$ cat src/rtl/noc_output_arbiter.sv
// rtl/noc_output_arbiter.sv - round-robin, wormhole-locking output arbiter for one router output port
module noc_output_arbiter #(
    parameter int N_PORTS   = 5,
    parameter int SEL_W     = $clog2(N_PORTS),
    parameter int PKT_CNT_W = 16
) (
    input  logic                   clk,
    input  logic                   rst,
    input  logic [N_PORTS-1:0]     empty_i,
    input  logic [2*N_PORTS-1:0]   flit_type_i,
    input  logic                   on_off_i,
    output logic [N_PORTS-1:0]     read_o,
    output logic                   valid_o,
    output logic [SEL_W-1:0]       sel_o,
    output logic [N_PORTS-1:0]     grant_o,
    output logic                   locked_o,
    output logic                   err_o,
    output logic [PKT_CNT_W-1:0]   pkt_cnt_o
);
    localparam logic [1:0] FT_HEAD     = 2'b00;
    localparam logic [1:0] FT_BODY     = 2'b01;
    localparam logic [1:0] FT_TAIL     = 2'b10;
    localparam logic [1:0] FT_HEADTAIL = 2'b11;

    typedef enum logic {S_IDLE, S_LOCKED} state_t;

    state_t               state, state_nxt;
    logic [SEL_W-1:0]     owner;
    logic [SEL_W-1:0]     rr_ptr;
    logic                 err;
    logic [PKT_CNT_W-1:0] pkt_cnt;

    logic [N_PORTS-1:0]   eligible;
    logic [N_PORTS-1:0]   bad;
    logic                 found;
    logic [SEL_W-1:0]     winner;
    logic [1:0]           winner_type;
    logic [1:0]           owner_type;
    logic                 idle_xfer;
    logic                 lock_xfer;

    always_comb begin
        for (int i = 0; i < N_PORTS; i++) begin
            eligible[i] = !empty_i[i] && (flit_type_i[2*i +: 2] == FT_HEAD ||
                                          flit_type_i[2*i +: 2] == FT_HEADTAIL);
            bad[i]      = !empty_i[i] && (flit_type_i[2*i +: 2] == FT_BODY ||
                                          flit_type_i[2*i +: 2] == FT_TAIL);
        end
    end

    // Scan starts just after the last winner and wraps explicitly at N_PORTS.
    always_comb begin
        int idx;
        found  = 1'b0;
        winner = '0;
        idx    = 0;
        for (int k = 1; k <= N_PORTS; k++) begin
            idx = int'(rr_ptr) + k;
            if (idx >= N_PORTS) begin
                idx = idx - N_PORTS;
            end
            if (!found && eligible[SEL_W'(idx)]) begin
                found  = 1'b1;
                winner = SEL_W'(idx);
            end
        end
    end

    always_comb begin
        winner_type = FT_HEAD;
        owner_type  = FT_HEAD;
        for (int i = 0; i < N_PORTS; i++) begin
            if (SEL_W'(i) == winner) begin
                winner_type = flit_type_i[2*i +: 2];
            end
            if (SEL_W'(i) == owner) begin
                owner_type = flit_type_i[2*i +: 2];
            end
        end
    end

    assign idle_xfer = (state == S_IDLE)   && !rst && on_off_i && found;
    assign lock_xfer = (state == S_LOCKED) && !rst && on_off_i && !empty_i[owner];

    always_ff @(posedge clk) begin
        if (rst) begin
            state <= S_IDLE;
        end else begin
            state <= state_nxt;
        end
    end

    always_comb begin
        state_nxt = state;
        case (state)
            S_IDLE: begin
                if (idle_xfer && winner_type == FT_HEAD) begin
                    state_nxt = S_LOCKED;
                end
            end
            S_LOCKED: begin
                if (lock_xfer && owner_type == FT_TAIL) begin
                    state_nxt = S_IDLE;
                end
            end
            default: state_nxt = S_IDLE;
        endcase
    end

    always_comb begin
        read_o  = '0;
        grant_o = '0;
        sel_o   = rr_ptr;
        for (int i = 0; i < N_PORTS; i++) begin
            if (state == S_LOCKED) begin
                read_o[i]  = lock_xfer && (SEL_W'(i) == owner);
                grant_o[i] = !rst && (SEL_W'(i) == owner);
            end else begin
                read_o[i]  = idle_xfer && (SEL_W'(i) == winner);
                grant_o[i] = read_o[i];
            end
        end
        if (state == S_LOCKED) begin
            sel_o = owner;
        end else if (idle_xfer) begin
            sel_o = winner;
        end
        valid_o = |read_o;
    end

    // rr_ptr keeps the owner after a packet, so the owner drops to lowest priority.
    always_ff @(posedge clk) begin
        if (rst) begin
            owner   <= '0;
            rr_ptr  <= SEL_W'(N_PORTS - 1);
            err     <= 1'b0;
            pkt_cnt <= '0;
        end else begin
            if (idle_xfer) begin
                rr_ptr <= winner;
                if (winner_type == FT_HEAD) begin
                    owner <= winner;
                end
            end
            if ((state == S_IDLE && |bad) ||
                (lock_xfer && (owner_type == FT_HEAD || owner_type == FT_HEADTAIL))) begin
                err <= 1'b1;
            end
            if ((idle_xfer && winner_type == FT_HEADTAIL) ||
                (lock_xfer && owner_type == FT_TAIL)) begin
                pkt_cnt <= pkt_cnt + PKT_CNT_W'(1);
            end
        end
    end

    assign locked_o  = (state == S_LOCKED);
    assign err_o     = err;
    assign pkt_cnt_o = pkt_cnt;
endmodule
$ cat config.mk
export PLATFORM = sky130hd
export DESIGN_NAME = noc_output_arbiter
export DESIGN_NICKNAME = d
export VERILOG_FILES = /design/src/rtl/noc_output_arbiter.sv
export SDC_FILE = /design/constraint.sdc
export NUM_CORES = 1
export LEC_CHECK = 0
export ABC_AREA = 1
export BUFFER_PORTS_ARGS = -buffer_cell sky130_fd_sc_hd__clkbuf_2
export CELL_PAD_IN_SITES_DETAIL_PLACEMENT = 1
export CELL_PAD_IN_SITES_GLOBAL_PLACEMENT = 1
export CORE_MARGIN = 2
export CORE_UTILIZATION = 40
export DETAILED_ROUTE_END_ITERATION = 8
export PLACE_DENSITY = 0.91
export SYNTH_ARGS = -nofsm -noshare
export SYNTH_HDL_FRONTEND = slang
export SYNTH_SLANG_ARGS = --single-unit
$ cat constraint.sdc
create_clock -name clk -period 3.54 [get_ports clk]
set_input_delay 0.354 -clock clk [delete_from_list [all_inputs] [get_ports clk]]
set_output_delay 0.354 -clock clk [all_outputs]
set_load 0.05 [all_outputs]
==> run_results.csv <==
group,metric,value,unit
timing,drv_slew,0,
yosys,synth_area,0.00294,mm²
critical_path,cp-end-kind,"output pin",
layout,nets,562,
timing,period_share,104,%
timing,setup_viol,6,
yosys,syn_nets,492,
placed_design,hpwl,8010,µm
status,violations,"negative setup slack",
critical_path,cp_top_family,"simple AND/OR/NAND/NOR gates",
drt,ant_nets,0,
floorplanning,die_w,89.7,µm
yosys,syn_area_per_cell,6.38,µm²
yosys,synthCells,461,
yosys,ys_ff_latch,24,
floorplanning,core,0.00718,mm²
clock_network,postCtsHoldBufs,0,
critical_path,worst-setup-path-type,"reg2out",
global_routing,globalRouteMet1Util,29.9,%
floorplanning,die_h,89.7,µm
global_routing,antenna_found_initial,0,
clock_network,clock_sinks,24,
drt,drc,0,
global_routing,use_met3,3.19,%
layout,antenna_cells,0,
global_routing,grt_overflow,0,
placed_design,gp_congestion,0.968,
floorplanning,initial_core_util,41.0,%
layout,layout-drive-gt1-share,38.5,%
yosys,synth_cell_type_count,42,
min_path,holdCritPathClass,"in2reg",
yosys,ys_warn_count,0,
global_routing,grt_pass1_vias,3650,
timing,hold_viol,0,
placed_design,io_buffers,49,
drt,post_drt_wl_per_cell,19.8,µm
critical_path,path_cells,"clkinv_4 -> ha_4 -> inv_2 -> fa_2 -> clkinv_4 -> nand2_8 -> nand3_4 -> nand2_4 -> nand2_2 -> nand3_2 -> nand3_2 -> nand2_2 -> nand2_4 -> nor2_8 -> nand4_1 -> nand4_1 -> bufinv_8 -> nand3_1 -> o21ai_2 -> nor2_2 -> nand2_2 -> buf_8",
yosys,ys_seq_area_share,16.3,%
drt,routed_wl,12500,µm
drt,first_pass_iters,4,
floorplanning,ios,50,
status,status,"complete, but fails checks",
timing,rsz0062_at_grt,"true",
layout,area_growth,34.1,%
placed_design,dpl_cell_area,0.00340,mm²
clock_network,clkLatencyLatePin,0.27,ns
drt,dr.first_iter.drc_count,214,
floorplanning,die_area,0.00805,mm²
critical_path,critPathSlowestCell,"dfxtp_4",
timing,finalCriticalPeriod,3.69,ns
timing,relSlewSlack,72.0,%
critical_path,cp.buffers_inverters,5,
clock_network,h-tree-depth,1,
timing,tightest_slew,0.416,ns
global_routing,grt_busiest_layer,"met2",
drt,vias,3627,
timing,skew,0.00939,ns
clock_network,cts_buffer_depth,2,
critical_path,start_kind,"register",
critical_path,slowest_delay,0.39,ns
timing,worst_slack,-0.149,ns
floorplanning,rows,31,
layout,post-route-cell-area,0.00394,mm²
job,maxCapViolCount,0,
critical_path,cp.required,3.19,ns
clock_network,cts_tree,"done",
timing,fmax,271,MHz
global_routing,grt_pass1_wl,17300,µm
critical_path,cp_max_fo,7,
clock_network,cts_buffers,3,
critical_path,critPathArrivalTime,3.34,ns
clock_network,root_buffer,"clkbuf_8",
global_routing,grtUsageTotal,25.5,%
clock_network,path_clk_slew,0.09,ns
drt,vias_per_cell,5.77,
global_routing,use_met2,47.5,%
critical_path,crit_top_cell,"nand2_2",
global_routing,grt_max_degree,19,
-- repair_timing --
| item | 4_1_cts | 5_1_grt |
|---|---|---|
| pin swaps | 2 | 20 |
| resized for setup | 25 | 93 |
| setup buffers | 3 | 5 |
| setup endpoints to repair | 14 | 34 |
| gates cloned | 0 | 1 |
-- path summary, 6_finish.rpt --
check                           startpoint      endpoint  slack, ns  depth (start not counted)
worst max-delay path             rr_ptr[0]       valid_o      -0.15                         22
worst min-delay path                   rst      owner[2]       0.36                          2
worst max register to register   rr_ptr[0]  pkt_cnt_o[0]       0.05                         27
worst min register to register       err_o         err_o       0.50                          2
-- placed cells by master, fill, tap and decap left out, types with 3 or more instances in the layout --
cell type / instances
nand2_1: 99
nand3_1: 54
inv_1: 47
clkbuf_2: 36
nand2_2: 27
buf_4: 25
nor2_1: 22
dfxtp_1: 21
nand3_2: 17
xor2_1: 12
nand4_1: 12
a21oi_2: 11
nand2_4: 10
o21ai_2: 10
a21oi_1: 9
inv_2: 8
o21ai_0: 8
o21ai_1: 8
ha_1: 7
nor2_2: 6
nand3_4: 5
nand3b_1: 5
xnor2_1: 5
nor2_4: 5
clkbuf_8: 5
o22ai_1: 4
nor3_1: 4
ha_4: 4
o211ai_1: 3
o21ai_4: 3
xor2_2: 3
buf_12: 3
-- final cells by class --
type | instances | area (µm²)
Clock buffer | 4 | 55.1
Timing Repair Buffer | 72 | 514
Fill cell | 950 | 3230
Inverter | 59 | 248
Sequential cell | 24 | 489
Tap cell | 99 | 124
Multi-Input combinational cell | 370 | 2510
Timing Repair inverter | 1 | 5.00
-- layer usage --
metal | up-vias | routed length [µm]
met4 | 0 | 588
li1 | 1664 | -
met2 | 154 | 6450
met5 | - | 0
met1 | 1757 | 4830
met3 | 52 | 611
-- per-stage QoR --
| stage | worst slack (ns) | instances | hold WS [ns] | util [%] | TNS [ns] |
|---|---|---|---|---|---|
| 3_5_place_dp | 0.0265 | 616 | 0.474 | 47.3 | 0 |
| 2_1_floorplan | -0.0981 | 461 | 0.461 | - | -0.207 |
| 3_3_place_gp | 0.191 | 616 | 0.465 | 47.3 | 0 |
| 4_1_cts | -0.0935 | 623 | 0.365 | 49.5 | -0.205 |
| 5_1_grt | -0.280 | 629 | 0.376 | 54.9 | -2.43 |
| 6_report | -0.149 | 629 | 0.361 | 54.9 | -0.370 |
-- cell usage after synthesis --
cell,n,area (µm²)
a21oi_1,10,50.1
a21oi_2,11,96.3
a221oi_1,1,8.76
a22oi_1,1,7.51
a311oi_1,1,8.76
a31oi_1,1,6.26
buf_12,1,20.0
buf_2,1,5.00
buf_6,2,22.5
buf_8,1,15.0
bufinv_8,1,17.5
clkbuf_8,2,27.5
dfxtp_1,24,480
dlygate4sd3_1,1,10.0
fa_1,1,20.0
ha_1,12,150
inv_1,54,203
inv_2,4,15.0
nand2_1,115,432
nand2_2,20,125
nand2_4,3,33.8
nand3_1,70,350
nand3_2,5,50.1
nand3_4,1,17.5
nand3b_1,5,37.5
nand4_1,12,75.1
nand4_2,2,25.0
nor2_1,25,93.8
nor2_2,5,31.3
nor2_4,3,33.8
nor2_8,1,20.0
nor3_1,5,25.0
nor4_1,2,12.5
o211ai_1,3,22.5
o21ai_0,22,110
o21ai_1,3,15.0
o21ai_2,4,35.0
o22ai_1,4,25.0
or2_2,1,6.26
xnor2_1,6,52.6
xor2_1,13,114
xor2_2,2,32.5
-- state kept, by name, indices dropped and copies added (netlist names) --
register	flops
pkt_cnt_o	16
owner	3
rr_ptr	3
err_o	1
locked_o	1
-- cell families (layout without fill, tap and decap cells) --
group | Yosys count | count (layout) | synth area share (%)
AND/OR/NAND/NOR | 275 | 275 | 46.6
XOR/XNOR | 21 | 21 | 6.77
buffers and inverters | 67 | 136 | 11.4
AO/OA/AOI/OAI | 61 | 61 | 13.1
adder cells (fa/ha/maj) | 13 | 13 | 5.79
flip-flops | 24 | 24 | 16.3
Power is left out: the tool's default activity adds up to more than one toggle a clock period on the data nets, which glitch-free logic cannot reach.
